## src/rtl/colision_puntaje_pkg.sv

```systemverilog
// Shared definitions for the hero game blocks: top-level state codes,
// hero action codes, default game constants and the FSM state type.
package heroe_pkg;

  localparam logic [2:0] OFF  = 3'd0;
  localparam logic [2:0] WLCM = 3'd1;
  localparam logic [2:0] CH   = 3'd2;
  localparam logic [2:0] GAME = 3'd3;
  localparam logic [2:0] WL   = 3'd4;
  localparam logic [2:0] PA   = 3'd5;

  localparam logic [1:0] ACC_SUELO  = 2'b00;
  localparam logic [1:0] ACC_SALTO  = 2'b01;
  localparam logic [1:0] ACC_AGACHE = 2'b10;

  localparam logic [1:0] VIDAS_INI_DEF = 2'd3;
  localparam logic [7:0] META_BCD_DEF  = 8'h20;

  typedef enum logic [1:0] {
    ST_IDLE,
    ST_ESPERA,
    ST_VENTANA,
    ST_PAUSA
  } fsm_t;

  // Type 0 (ground obstacle) must be jumped, type 1 (overhead) must be ducked.
  function automatic logic accion_ok(input logic tipo, input logic [1:0] acc);
    return tipo ? (acc == ACC_AGACHE) : (acc == ACC_SALTO);
  endfunction

endpackage

```

## src/rtl/colision_puntaje_if.sv

```systemverilog
// Signal bundle between the game top level / obstacle generator and the
// collision-and-score judge.
interface colision_puntaje_if;
  logic [2:0]  presente;
  logic [20:0] display_obs;
  logic [3:0]  tipo_obs;
  logic [1:0]  accion;
  logic        choque;
  logic        esquivado;
  logic        gano;
  logic        perdio;
  logic [1:0]  vidas;
  logic [7:0]  puntaje;

  modport slave (
    input  presente, display_obs, tipo_obs, accion,
    output choque, esquivado, gano, perdio, vidas, puntaje
  );

  modport master (
    output presente, display_obs, tipo_obs, accion,
    input  choque, esquivado, gano, perdio, vidas, puntaje
  );
endinterface

```

## src/rtl/colision_puntaje_contador_bcd2.sv

```systemverilog
// Two-digit BCD counter, saturating at 99, with synchronous clear (priority)
// and increment; also exposes the value an increment would produce.
module contador_bcd2
  import heroe_pkg::*;
(
  input  logic       clk,
  input  logic       rst_n,
  input  logic       i_clr,
  input  logic       i_inc,
  output logic [7:0] o_valor,
  output logic [7:0] o_siguiente
);

  logic [7:0] r_valor;
  logic [7:0] w_sig;

  always_comb begin
    w_sig = r_valor;
    if (r_valor == 8'h99) begin
      w_sig = 8'h99;
    end else if (r_valor[3:0] >= 4'd9) begin
      w_sig = {r_valor[7:4] + 4'd1, 4'd0};
    end else begin
      w_sig = {r_valor[7:4], r_valor[3:0] + 4'd1};
    end
  end

  always_ff @(posedge clk or negedge rst_n) begin
    if (!rst_n) begin
      r_valor <= 8'h00;
    end else if (i_clr) begin
      r_valor <= 8'h00;
    end else if (i_inc) begin
      r_valor <= w_sig;
    end
  end

  assign o_valor     = r_valor;
  assign o_siguiente = w_sig;

endmodule

```

## src/rtl/colision_puntaje.sv

```systemverilog
// Collision judge: shadows the obstacle type per display digit, opens a timed
// window when an obstacle reaches digit 0 and scores the hero's reaction.
module colision_puntaje
  import heroe_pkg::*;
#(
  parameter logic [23:0] VENTANA   = 24'd6750000,
  parameter logic [1:0]  VIDAS_INI = VIDAS_INI_DEF,
  parameter logic [7:0]  META_BCD  = META_BCD_DEF
) (
  input  logic               clk,
  input  logic               rst_n,
  colision_puntaje_if.slave  bus
);

  logic [20:0] r_d_q;
  logic [20:0] r_d_qq;
  logic [3:0]  r_tp_q;
  logic [2:0]  r_pr_q;

  logic        r_o2, r_o1, r_o0;
  logic        r_t2, r_t1, r_t0;

  fsm_t        r_estado, w_estado_next;
  fsm_t        r_guardado, w_guardado_next;
  logic [23:0] r_cnt, w_cnt_next;

  logic        r_choque, r_esq, r_gano, r_perdio;
  logic [1:0]  r_vidas;

  logic        w_en_juego, w_pausa, w_ev, w_llegada, w_ok;
  logic        w_choque, w_esq, w_recarga, w_limpiar;
  logic [1:0]  w_vidas_dec;
  logic [7:0]  w_puntaje, w_puntaje_sig;
  logic        w_unused_tp;

  always_ff @(posedge clk or negedge rst_n) begin
    if (!rst_n) begin
      r_d_q  <= '0;
      r_d_qq <= '0;
      r_tp_q <= '0;
      r_pr_q <= OFF;
    end else begin
      r_d_q  <= bus.display_obs;
      r_d_qq <= r_d_q;
      r_tp_q <= bus.tipo_obs;
      r_pr_q <= bus.presente;
    end
  end

  assign w_en_juego  = (r_pr_q == GAME);
  assign w_pausa     = (r_pr_q == PA);
  assign w_ev        = w_en_juego && (r_d_q != r_d_qq);
  assign w_llegada   = w_ev && r_o1;
  assign w_ok        = accion_ok(r_t0, bus.accion);
  assign w_unused_tp = ^r_tp_q[3:1];

  // The generator already shows the next type by the time an obstacle lands,
  // so each digit carries the type it was spawned with.
  always_ff @(posedge clk or negedge rst_n) begin
    if (!rst_n) begin
      {r_o2, r_o1, r_o0} <= 3'b000;
      {r_t2, r_t1, r_t0} <= 3'b000;
    end else if (w_limpiar) begin
      {r_o2, r_o1, r_o0} <= 3'b000;
      {r_t2, r_t1, r_t0} <= 3'b000;
    end else if (w_ev) begin
      r_o2 <= (r_d_q[20:14] != 7'd0);
      r_t2 <= r_tp_q[0];
      r_o1 <= r_o2;
      r_t1 <= r_t2;
      r_o0 <= r_o1;
      r_t0 <= r_t1;
    end
  end

  always_ff @(posedge clk or negedge rst_n) begin
    if (!rst_n) begin
      r_estado   <= ST_IDLE;
      r_guardado <= ST_ESPERA;
      r_cnt      <= '0;
    end else begin
      r_estado   <= w_estado_next;
      r_guardado <= w_guardado_next;
      r_cnt      <= w_cnt_next;
    end
  end

  always_comb begin
    w_estado_next   = r_estado;
    w_guardado_next = r_guardado;
    w_cnt_next      = r_cnt;
    w_choque        = 1'b0;
    w_esq           = 1'b0;
    w_recarga       = 1'b0;
    w_limpiar       = 1'b0;
    case (r_estado)
      ST_IDLE: begin
        w_cnt_next = '0;
        if (w_en_juego) begin
          w_recarga     = 1'b1;
          w_estado_next = ST_ESPERA;
        end else begin
          w_limpiar = 1'b1;
        end
      end
      ST_ESPERA, ST_VENTANA: begin
        if (w_pausa) begin
          w_guardado_next = r_estado;
          w_estado_next   = ST_PAUSA;
        end else if (!w_en_juego) begin
          w_estado_next = ST_IDLE;
          w_limpiar     = 1'b1;
          w_cnt_next    = '0;
        end else if (r_estado == ST_ESPERA) begin
          if (w_llegada) begin
            w_cnt_next    = VENTANA - 24'd1;
            w_estado_next = ST_VENTANA;
          end
        end else if (w_llegada) begin
          // A newcomer closes the open window and immediately starts its own.
          w_esq      = w_ok;
          w_choque   = !w_ok;
          w_cnt_next = VENTANA - 24'd1;
        end else if (w_ok) begin
          w_esq         = 1'b1;
          w_cnt_next    = '0;
          w_estado_next = ST_ESPERA;
        end else if (r_cnt == 24'd0) begin
          w_choque      = 1'b1;
          w_estado_next = ST_ESPERA;
        end else begin
          w_cnt_next = r_cnt - 24'd1;
        end
      end
      ST_PAUSA: begin
        if (w_en_juego) begin
          w_estado_next = r_guardado;
        end else if (!w_pausa) begin
          w_estado_next = ST_IDLE;
          w_limpiar     = 1'b1;
          w_cnt_next    = '0;
        end
      end
      default: begin
        w_estado_next = ST_IDLE;
      end
    endcase
  end

  contador_bcd2 u_puntaje (
    .clk         (clk),
    .rst_n       (rst_n),
    .i_clr       (w_recarga),
    .i_inc       (w_esq),
    .o_valor     (w_puntaje),
    .o_siguiente (w_puntaje_sig)
  );

  assign w_vidas_dec = (r_vidas == 2'd0) ? 2'd0 : r_vidas - 2'd1;

  always_ff @(posedge clk or negedge rst_n) begin
    if (!rst_n) begin
      r_vidas  <= VIDAS_INI;
      r_choque <= 1'b0;
      r_esq    <= 1'b0;
      r_gano   <= 1'b0;
      r_perdio <= 1'b0;
    end else begin
      if (w_recarga) begin
        r_vidas <= VIDAS_INI;
      end else if (w_choque) begin
        r_vidas <= w_vidas_dec;
      end
      r_choque <= w_choque;
      r_esq    <= w_esq;
      r_gano   <= w_esq && (w_puntaje_sig == META_BCD);
      r_perdio <= w_choque && (w_vidas_dec == 2'd0);
    end
  end

  assign bus.choque    = r_choque;
  assign bus.esquivado = r_esq;
  assign bus.gano      = r_gano;
  assign bus.perdio    = r_perdio;
  assign bus.vidas     = r_vidas;
  assign bus.puntaje   = w_puntaje;

endmodule

```

## src/flat_wrapper.sv

```systemverilog
// flat-port wrapper written by rule: the top's interface ports become plain ports
module colision_puntaje_flat import heroe_pkg::*;
#(
  parameter logic [23:0] VENTANA   = 24'd6750000,
  parameter logic [1:0]  VIDAS_INI = VIDAS_INI_DEF,
  parameter logic [7:0]  META_BCD  = META_BCD_DEF
)
  (clk, rst_n, bus_presente, bus_display_obs, bus_tipo_obs, bus_accion, bus_choque, bus_esquivado, bus_gano, bus_perdio, bus_vidas, bus_puntaje);
  colision_puntaje_if bus_i ();
  input  logic clk;
  input  logic rst_n;
  input wire logic [$bits(bus_i.presente)-1:0] bus_presente;
  input wire logic [$bits(bus_i.display_obs)-1:0] bus_display_obs;
  input wire logic [$bits(bus_i.tipo_obs)-1:0] bus_tipo_obs;
  input wire logic [$bits(bus_i.accion)-1:0] bus_accion;
  output wire logic [$bits(bus_i.choque)-1:0] bus_choque;
  output wire logic [$bits(bus_i.esquivado)-1:0] bus_esquivado;
  output wire logic [$bits(bus_i.gano)-1:0] bus_gano;
  output wire logic [$bits(bus_i.perdio)-1:0] bus_perdio;
  output wire logic [$bits(bus_i.vidas)-1:0] bus_vidas;
  output wire logic [$bits(bus_i.puntaje)-1:0] bus_puntaje;
  assign bus_i.presente = bus_presente;
  assign bus_i.display_obs = bus_display_obs;
  assign bus_i.tipo_obs = bus_tipo_obs;
  assign bus_i.accion = bus_accion;
  assign bus_choque = bus_i.choque;
  assign bus_esquivado = bus_i.esquivado;
  assign bus_gano = bus_i.gano;
  assign bus_perdio = bus_i.perdio;
  assign bus_vidas = bus_i.vidas;
  assign bus_puntaje = bus_i.puntaje;
  colision_puntaje #(.VENTANA(VENTANA), .VIDAS_INI(VIDAS_INI), .META_BCD(META_BCD)) u_core (.clk(clk), .rst_n(rst_n), .bus(bus_i));
endmodule
```

## config.mk

```make
export PLATFORM = sky130hd
export DESIGN_NAME = colision_puntaje_flat
export DESIGN_NICKNAME = d
export VERILOG_FILES = /design/src/rtl/colision_puntaje_pkg.sv /design/src/rtl/colision_puntaje_if.sv /design/src/rtl/colision_puntaje_contador_bcd2.sv /design/src/rtl/colision_puntaje.sv /design/src/flat_wrapper.sv
export SDC_FILE = /design/constraint.sdc
export NUM_CORES = 1
export LEC_CHECK = 0
export CORE_MARGIN = 2
export CORE_UTILIZATION = 50
export CTS_BUF_LIST = sky130_fd_sc_hd__clkbuf_8
export DETAILED_ROUTE_END_ITERATION = 12
export GPL_ROUTABILITY_DRIVEN = 0
export GPL_TIMING_DRIVEN = 0
export PLACE_DENSITY_LB_ADDON = 0.3
export SLEW_MARGIN = 20
export SYNTH_ARGS = -nofsm -noshare
export SYNTH_HDL_FRONTEND = slang
export SYNTH_SLANG_ARGS = --single-unit
```

## constraint.sdc

```tcl
create_clock -name clk -period 2.57 [get_ports clk]
set_clock_uncertainty 0.1 [all_clocks]
set_input_delay 0.771 -clock clk [delete_from_list [all_inputs] [get_ports clk]]
set_output_delay 0.771 -clock clk [all_outputs]
set_load 0.05 [all_outputs]
```

==> key figures, run 1 <==
STA
  – Hold Fails Final Rpt: 0
  – Min Tclk post-route: 2.50 ns
  – TNS Setup: 0 ns
  – Final Cycle Share: 97.2%
  – Fmax: 400 MHz
  – Final setup fails: 0
  – Max_slew headroom: 57.5%
  – Slew Limit Fails: 0
  – Slew @ Worst Pin: 0.635 ns

Clock network
  – Clock Pin Slew Worst Setup and Hold Paths: 0.10 ns
  – Hold buffers post-CTS: 0
  – CTS root buffer: clkbuf_8
  – Clock sinks: 93
  – CTS tree: done
  – Worst skew pair latency: 0.36 ns
  – Max clock buf depth: 2
  – Total CTS buffers: 9
  – H-tree Lvls: 3

Synthesis
  – Commonest register cell after synthesis: dfrtp_1
  – Post-synthesis cell count: 413
  – Synth top area share: 52.5%
  – Most numerous cell in the Yosys netlist: dfrtp_1
  – Net Count, Synth: 457
  – Seq/Total Area, Yosys: 54.3%
  – EDFF count, synth: 0
  – Syn Area/Cell: 10.4 µm²
  – Asr flop ratio synth: 100%
  – Post-synth top cells: dfrtp_1, nor2_1, o21ai_0
  – Ys Warns: 0
  – Largest cells by area after synthesis: dfrtp_1, o21ai_0, nor2_1
  – #FFs+latches synth: 93
  – Synth unique cells: 57
  – Largest area contributor in the netlist: dfrtp_1
  – Mapped cell area: 4290 µm²

Floorplan
  – Core box area: 8260 µm²
  – Initial Util: 52.0%
  – Die Area: 9340 µm²
  – # IOs: 46
  – Chip width: 96.6 µm
  – Row Count: 33
  – Die Y: 96.6 µm

Power
  – Maximum VDD drop: 0.000537 V
  – Pwr Density: 939 nW/µm²
  – Pleak: 2.33 nW

Setup path
  – CP Launch Type: input pin
  – R2R cell count: 7
  – CP Launch Point: bus_accion[1]
  – Max stage delay on crit path: 0.49 ns
  – Required @ worst endpoint: 2.74 ns
  – Internal reg-to-reg setup slack: 0.15 ns
  – Critical path peak fanout: 10
  – CP max stage cell: clkdlybuf4s50_1
  – Cell Chain, Critical Path: clkdlybuf4s50_1, nand3b_1, buf_4, o21a_2, a211oi_1, a31oi_4, buf_4, o21ai_0
  – Most used cell, CP: buf_4
  – Reg-to-reg endpoint: u_core.r_cnt[21]
  – Crit Path Class: input pin to register
  – Critical Path Sink Type: register
  – Worst r2r src: u_core.r_cnt[14]
  – Critical path arrival: 2.67 ns

Global routing
  – Number of global-route vias before repair: 3337
  – Largest net degree at the start of global routing: 67
  – First-pass GRT wire length: 16200 µm
  – Congestion Overflow GR: 0
  – Total GRT Usage: 21.1%
  – Initial antenna violation count: 0

Drt
  – Routed WL per cell: 16.0 µm
  – DRC Markers: 0
  – Antenna viol nets, final: 0
  – Starting DRT DRC Count: 124
  – DR pass1 iterations: 5
  – Via count: 3305
  – Post-DR vias/cell: 5.72
  – Final WL: 9270 µm

Layout
  – Share of cells above drive strength 1: 11.8%
  – Syn-to-layout area delta: 20.9%
  – Inserted Diodes: 0
  – Final net count: 513
  – Fin util: 62.8%
  – Post-route cell area: 5190 µm²
  – Fillers: 677

Run
  – Max-Cap Viols: 0

Hold path
  – Worst Hold Class: input pin to async pin

Placement
  – Dpl hpwl: 6160 µm
  – I/O Buffers: 42
  – Placed Area: 4870 µm²

Status
  – Status: completed
## worst max path at each step
stage	to	slack (ns)	cells after the start
floorplan	u_core.r_estado[1]	0.26	7
global placement	u_core.r_pr_q[2]	-2.67	1
detailed placement	u_core.r_cnt[10]	-0.49	9
CTS	u_core.r_cnt[4]	0.0005	8
global route	u_core.r_cnt[21]	-0.01	8
finish	u_core.r_cnt[21]	0.07	8
## worst max-delay path: cells and delay by family
kind | cells | cell delay (ns)
buffers and inverters | 3 | 0.88
AO/OA/AOI/OAI | 4 | 0.87
AND/OR/NAND/NOR | 1 | 0.15
## sequential cells by signal, summed over array words and instances, names as in the netlist, 2 cells and up
register	count
u_core.bus.vidas	2
u_core.r_cnt	24
u_core.r_d_q	21
u_core.r_d_qq	21
u_core.r_estado	2
u_core.r_guardado	2
u_core.r_pr_q	3
u_core.u_puntaje.o_valor	8
## metal layers
layer	vias up	global-route usage (%)	routed length (µm)	share of wire [%]
li1	1560	-	-	-
met1	1628	27.8	3950	43
met2	108	34.6	4730	51
met3	9	5.20	497	5.4
met4	0	6.39	92	0.99
met5	-	0	0	0
## power breakdown
part / internal (mW) / leakage (nW) / switching (mW)
Combinational: 0.699 / 1.05 / 1.28
Sequential: 1.63 / 1.17 / 0.166
Clock: 0.555 / 0.111 / 0.535
Total: 2.89 / 2.33 / 1.98
## final cells by class
cell class	instances	area [µm²]	area share, %
clock buffer	9	124	2.39
tap	105	131	2.53
sequential	93	2330	44.9
timing repair buffer	46	478	9.21
multi-input combinational	291	1890	36.4
inverter	18	67.6	1.30
buffer	10	70.1	1.35
clock inverter	6	97.6	1.88
## cells by family (layout without fill, tap and decap cells)
logic type / count (synthesis) / count (layout) / share of synthesized area [%]
XOR/XNOR: 24 / 24 / 4.90
buffers and inverters: 29 / 89 / 3.06
flip-flops: 93 / 93 / 54.3
adder cells (fa/ha/maj): 12 / 12 / 3.50
multiplexers: 3 / 3 / 0.729
AND/OR/NAND/NOR: 145 / 145 / 18.2
AO/OA/AOI/OAI: 107 / 107 / 15.3
## repair_timing
item	CTS	global route
endpoints found under the setup margin	28	28
endpoints found under the hold margin	0	0
buffers inserted	0	3
gates resized for setup	8	21
## layout by cell type (no fill, tap or decap), drive strengths merged, types with 5 or more instances in the layout
cell type      instances
nor2                  51
a21oi                 27
clkdlybuf4s50         31
o21ai                 47
xnor2                 14
buf                   10
nand3                 12
dlygate4sd2            5
clkbuf                14
nand4                  7
nand2b                 5
a31oi                 10
nand2                 24
xor2                  10
nor4                   8
dfrtp                 90
inv                   19
dlymetal6s2s           5
nor3                  14
ha                    12
nand3b                 5
and2                   5
o22ai                  6
## through the flow
step	total power [mW]	worst slack [ns]	hold slack [ns]	std cells
final	4.87	0.0723	0.159	578
after global routing	5.21	-0.0140	0.154	578
after CTS	4.82	0.000487	0.151	575
after detailed placement	3.72	-0.486	0.280	561
after global placement	3.66	-2.67	0.280	560
after floorplan	3.20	0.259	0.272	413
Power figures use the tool's default switching activity.
==> run 2, diff against run 1 <==
- CORE_UTILIZATION: 50 -> 42
==> key figures, run 2 (synthesis gave the netlist of run 1 again) <==
Floorplan
  – Row Count: 36 (+9.1%)
  – # IOs: 46 (unchanged)
  – Die Area: 11000 µm² (+18%)
  – Die Y: 105 µm (+8.7%)
  – Initial Util: 43.5% (-8.5 points)
  – Chip width: 105 µm (+8.7%)
  – Core box area: 9860 µm² (+19%)

Global routing
  – Largest net degree at the start of global routing: 68 (+1.5%)
  – Initial antenna violation count: 0 (unchanged)
  – Total GRT Usage: 16.2% (-4.9 points)
  – First-pass GRT wire length: 14500 µm (-11%)
  – Congestion Overflow GR: 0 (unchanged)
  – Number of global-route vias before repair: 3133 (-6.1%)

Setup path
  – CP max stage cell: clkdlybuf4s50_1
  – Crit Path Class: register to output pin
  – Required @ worst endpoint: 1.70 ns (-1.04 ns)
  – Internal reg-to-reg setup slack: 0.16 ns (about the same)
  – Cell family with the largest share of critical-path delay: buffers and inverters
  – Buffers & Inverters on Critical Path: 1 (-2)
  – Critical path peak fanout: 6 (-4)
  – Worst r2r src: u_core.r_cnt[9]
  – R2R cell count: 7 (unchanged)
  – Max stage delay on crit path: 0.84 ns (+0.35 ns)
  – Cell Chain, Critical Path: clkdlybuf4s50_1
  – Reg-to-reg endpoint: u_core.r_cnt[15]
  – Critical Path Sink Type: output pin
  – Critical path arrival: 1.64 ns (-1.03 ns)
  – CP Launch Type: register

Layout
  – Most common cell after layout, fill and taps aside: dfrtp_1
  – Fillers: 861 (+27%)
  – Sequential cell area: 2330 µm² (unchanged)
  – Area of the multi-input gates: 1890 µm² (+0.33%)
  – Top flop regs: u_core.r_cnt x24, u_core.r_d_q x21, u_core.r_d_qq x21
  – Share of cells above drive strength 1: 12.2% (+0.40 points)
  – Most frequent cells in the layout: dfrtp_1, nor2_1, o21ai_0
  – Max FFs per register: 24 (unchanged)
  – Fin util: 52.4% (-10 points)
  – Most flop-heavy register: u_core.r_cnt
  – Inserted Diodes: 0 (unchanged)
  – Syn-to-layout area delta: 20.5%
  – Post-Layout Cell Count: 607 (+5.0%)
  – Final net count: 513 (unchanged)

Placement
  – I/O Buffers: 42 (unchanged)
  – Placed cells: 589 (+5.0%)
  – Setup WS pre-CTS: -0.592 ns (-0.106 ns)
  – Dpl hpwl: 5870 µm (-4.8%)

STA
  – Worst Slack Setup Final: 0.0581 ns (-0.0141 ns)
  – RSZ-0062 raised after global routing: false
  – Slew @ Worst Pin: 0.614 ns (-0.0217 ns)
  – Min Tclk post-route: 2.51 ns (+0.0141 ns)
  – Hold Fails Final Rpt: 0 (unchanged)
  – Final Cycle Share: 97.7% (+0.55 points)
  – Max_slew headroom: 59.0% (+1.5 points)
  – Fmax: 398 MHz (-0.56%)
  – Final setup fails: 0 (unchanged)
  – Final Hold Slack: 0.149 ns (-0.0107 ns)
  – Slew Limit Fails: 0 (unchanged)

Drt
  – DRC Markers: 0 (unchanged)
  – Post-DR vias/cell: 5.26 (-8.1%)
  – Starting DRT DRC Count: 147 (+19%)
  – Routed WL per cell: 13.9 µm (-14%)
  – Antenna viol nets, final: 0 (unchanged)
  – DR pass1 iterations: 4 (-1)
  – Via count: 3190 (-3.5%)
  – Final WL: 8410 µm (-9.3%)

Status
  – Status: completed

Power
  – Power, Total: 4.65 mW (-4.5%)
  – Maximum VDD drop: 0.000475 V (-12%)
  – Pleak: 2.27 nW (-2.4%)
  – Pwr Density: 899 nW/µm² (-4.2%)

Clock network
  – CTS tree: done
  – Hold buffers post-CTS: 0 (unchanged)
  – Max clock buf depth: 2 (unchanged)
  – H-tree Lvls: 3 (unchanged)
  – CTS root buffer: clkbuf_8
  – Total CTS buffers: 9 (unchanged)
  – Clock Pin Slew Worst Setup and Hold Paths: 0.09 ns (about the same)
  – Clock sinks: 93 (unchanged)
  – Worst skew pair latency: 0.36 ns (about the same)

Hold path
  – Worst Hold Class: input pin to async pin

Run
  – Max-Cap Viols: 0 (unchanged)
-- run 2: changes by cell type in the layout (fill, tap and decap cells not counted), moves of 2 or more --
| cell | previous run | this run |
|---|---|---|
| nor4_1 | 4 | 2 |
| buf_2 | 1 | 3 |
| bufinv_16 | 2 | 0 |
| clkinvlp_4 | 0 | 2 |
| clkinv_4 | 3 | 1 |
| inv_6 | 0 | 2 |
| clkbuf_4 | 2 | 0 |
| nor4_2 | 1 | 3 |
-- run 2: repair_timing --
action,CTS,global route
pin swaps,1,2
endpoints found under the setup margin,32,29
gates resized for setup,9,14
buffers inserted,1,2
-- run 2: per-stage QoR --
stage / setup TNS [ns] / cell area (µm²)
detailed placement: -15.80 / 4910
floorplan: 0 / 4290
finish: 0 / 5170
global route: 0 / 5170
global placement: -259.27 / 4880
CTS: 0 / 5090
-- run 2: layer usage --
| metal | global-route usage (%) | share of wire, % | vias to the layer above |
|---|---|---|---|
| li1 | - | - | 1563 |
| met1 | 22.3 | 46 | 1532 |
| met2 | 25.0 | 48 | 81 |
| met3 | 3.18 | 4.7 | 14 |
| met4 | 6.76 | 1.5 | 0 |
| met5 | 0 | 0 | - |
-- run 2: how the worst max path moves through the flow --
stage	cells after the start	end	startpoint
4_1_cts	1	bus_puntaje[6]	u_core.u_puntaje.o_valor[6]
3_5_place_dp	9	u_core.r_cnt[9]	bus_accion[1]
5_1_grt	1	bus_puntaje[7]	u_core.u_puntaje.o_valor[7]
6_report	1	bus_puntaje[5]	u_core.u_puntaje.o_valor[5]
2_1_floorplan	7	u_core.r_estado[1]	bus_accion[1]
3_3_place_gp	1	u_core.r_cnt[13]	rst_n
-- run 2: power breakdown --
part	leakage, nW	internal, mW	switching (mW)
sequential	1.17	1.63	0.164
combinational	1.01	0.720	1.25
clock	0.0874	0.355	0.525
-- run 2: cell type report --
| cell class | instances | share of cell area, % |
|---|---|---|
| Multi-Input combinational cell | 291 | 36.6 |
| Tap cell | 133 | 3.22 |
| Timing Repair Buffer | 46 | 9.20 |
| Sequential cell | 93 | 45.1 |
| Clock buffer | 9 | 2.40 |
| Clock inverter | 7 | 0.968 |
| Inverter | 18 | 1.31 |
| Buffer | 10 | 1.19 |
==> run 3, diff against run 2 <==
- CELL_PAD_IN_SITES_DETAIL_PLACEMENT: unset -> 1
- CELL_PAD_IN_SITES_GLOBAL_PLACEMENT: unset -> 1
- SETUP_SLACK_MARGIN: unset -> 0.15
==> key figures, run 3 (synthesis gave the netlist of run 1 again) <==
Power
  – Pwr Density: 967 nW/µm² (+7.5%)
  – Maximum VDD drop: 0.000469 V (-1.3%)
  – Power, Total: 5.23 mW (+13%)
  – Sw power: 2.28 mW (+18%)
  – Comb pwr share: 46.0% (+3.6 points)
  – Clock network power share: 19.3% (+0.4 points)
  – Int Pwr: 2.95 mW (+8.9%)
  – Pleak: 2.43 nW (+6.9%)
  – Sw Ratio: 43.6% (+1.9 points)
  – Share of power burned in registers: 34.6% (-4.1 points)

Clock network
  – Hold buffers post-CTS: 0 (unchanged)
  – CTS root buffer: clkbuf_8
  – Clock sinks: 93 (unchanged)
  – Total CTS buffers: 9 (unchanged)
  – H-tree Lvls: 3 (unchanged)
  – CTS tree: done
  – Max clock buf depth: 2 (unchanged)
  – Worst skew pair latency: 0.37 ns (about the same)
  – Clock Pin Slew Worst Setup and Hold Paths: 0.11 ns (+0.02 ns)

Floorplan
  – Die Y: 105 µm (unchanged)
  – Chip width: 105 µm (unchanged)
  – Initial Util: 43.5% (unchanged)
  – # IOs: 46 (unchanged)
  – Die Area: 11000 µm² (unchanged)
  – Row Count: 36 (unchanged)
  – Core box area: 9860 µm² (unchanged)

Global routing
  – Initial antenna violation count: 0 (unchanged)
  – First-pass GRT wire length: 18400 µm (+27%)
  – Number of global-route vias before repair: 3654 (+17%)
  – Congestion Overflow GR: 0 (unchanged)
  – Largest net degree at the start of global routing: 69 (+1.5%)
  – Total GRT Usage: 20.7% (+4.6 points)

Setup path
  – CP Launch Type: register
  – R2R cell count: 7 (unchanged)
  – Cell Chain, Critical Path: clkdlybuf4s50_1
  – Reg-to-reg endpoint: u_core.r_estado[1]
  – Buffers & Inverters on Critical Path: 1 (unchanged)
  – Required @ worst endpoint: 1.70 ns (about the same)
  – Critical path peak fanout: 1 (-5)
  – CP max stage cell: clkdlybuf4s50_1
  – Stages on worst setup path: 1 (unchanged)
  – Worst r2r src: u_core.r_cnt[10]
  – Cell family with the largest share of critical-path delay: buffers and inverters
  – Max stage delay on crit path: 0.80 ns (-0.04 ns)
  – Critical path arrival: 1.50 ns (-0.14 ns)
  – Critical Path Sink Type: output pin
  – Internal reg-to-reg setup slack: 0.20 ns (+0.04 ns)
  – Crit Path Class: register to output pin

Placement
  – I/O Buffers: 42 (unchanged)
  – Dpl hpwl: 7280 µm (+24%)
  – Placed Area: 4910 µm² (unchanged)

STA
  – Hold Fails Final Rpt: 0 (unchanged)
  – Final setup fails: 0 (unchanged)
  – Final Cycle Share: 92.3% (-5.5 points)
  – Slew @ Worst Pin: 0.730 ns (+0.116 ns)
  – Min Tclk post-route: 2.37 ns (-0.140 ns)
  – Max_slew headroom: 50.9% (-8.1 points)
  – Slew Limit Fails: 0 (unchanged)
  – Final Hold Slack: 0.141 ns (-0.00784 ns)
  – RSZ-0062 raised after global routing: true
  – Fmax: 422 MHz (+5.9%)
  – TNS Setup: 0 ns (unchanged)

Drt
  – DRC Markers: 0 (unchanged)
  – Starting DRT DRC Count: 104 (-29%)
  – Post-DR vias/cell: 5.47 (+4.2%)
  – Routed WL per cell: 17.9 µm (+29%)
  – Final WL: 11200 µm (+33%)
  – Antenna viol nets, final: 0 (unchanged)
  – DR pass1 iterations: 4 (unchanged)
  – Via count: 3416 (+7.1%)

Layout
  – Syn-to-layout area delta: 26.1%
  – Fillers: 1081 (+26%)
  – Most common cell after layout, fill and taps aside: dfrtp_1
  – Final net count: 530 (+3.3%)
  – Inserted Diodes: 0 (unchanged)
  – Most frequent cells in the layout: dfrtp_1, nor2_1, o21ai_0
  – Max FFs per register: 24 (unchanged)
  – Top flop regs: u_core.r_cnt x24, u_core.r_d_q x21, u_core.r_d_qq x21
  – Share of cells above drive strength 1: 16.9% (+4.7 points)
  – Most flop-heavy register: u_core.r_cnt
  – Fin util: 54.8% (+2.4 points)
  – Post-route cell area: 5410 µm² (+4.6%)

Status
  – Status: completed

Run
  – Max-Cap Viols: 0 (unchanged)

Hold path
  – Worst Hold Class: input pin to async pin
## run 3: cell types whose count changed in the layout (fill, tap and decap cells not counted), moves of 3 or more
cell             before  now
buf_4                 4   23
dlygate4sd2_1         5   11
clkdlybuf4s50_1      32   26
buf_2                 3    0
clkinv_8              0    3
## run 3: repair_timing
item                       in CTS  in global routing
buffers inserted                6                 13
hold endpoints to repair        0                  0
gates cloned                    0                  0
setup endpoints to repair      46                 38
resized for setup              30                 23
pin swaps                       6                  9
## run 3: power groups by stage
stage	clock [mW]	sequential (mW)	combinational, mW
finish	1.01	1.81	2.41
detailed placement	0	1.82	2.00
global route	1.09	1.84	2.63
floorplan	0	1.88	1.32
CTS	1.04	1.80	2.09
global placement	0	1.81	1.92
## run 3: how the worst max path moves through the flow
| stage | endpoint | startpoint | slack (ns) |
|---|---|---|---|
| detailed placement | u_core.u_puntaje.o_valor[2] | bus_accion[1] | -0.59 |
| finish | bus_perdio | u_core.bus.perdio | 0.20 |
| global placement | u_core.r_estado[0] | rst_n | -2.79 |
| floorplan | u_core.r_estado[1] | bus_accion[1] | 0.26 |
| CTS | u_core.r_cnt[18] | bus_accion[1] | 0.13 |
| global route | u_core.r_estado[0] | u_core.r_cnt[10] | 0.13 |
## run 3: stage by stage
stage / setup WS, ns / instances
final: 0.199 / 624
after global placement: -2.79 / 588
after global routing: 0.130 / 624
after floorplan: 0.259 / 413
after CTS: 0.128 / 611
after detailed placement: -0.592 / 589
## run 3: layout make-up
class	instances	area (µm²)	area share [%]
inverter	18	67.6	1.25
timing repair buffer	62	592	10.9
clock buffer	9	124	2.29
multi-input combinational	291	1960	36.2
buffer	11	83.8	1.55
clock inverter	7	88.8	1.64
sequential	93	2330	43.1
tap	133	166	3.08
## run 3: layer usage
metal | wire length [µm] | GRT usage (%) | vias up
met2 | 5540 | 34.3 | 66
met3 | 404 | 4.12 | 22
li1 | - | - | 1603
met4 | 191 | 7.43 | 0
met5 | 0 | 0 | -
met1 | 5030 | 27.1 | 1725
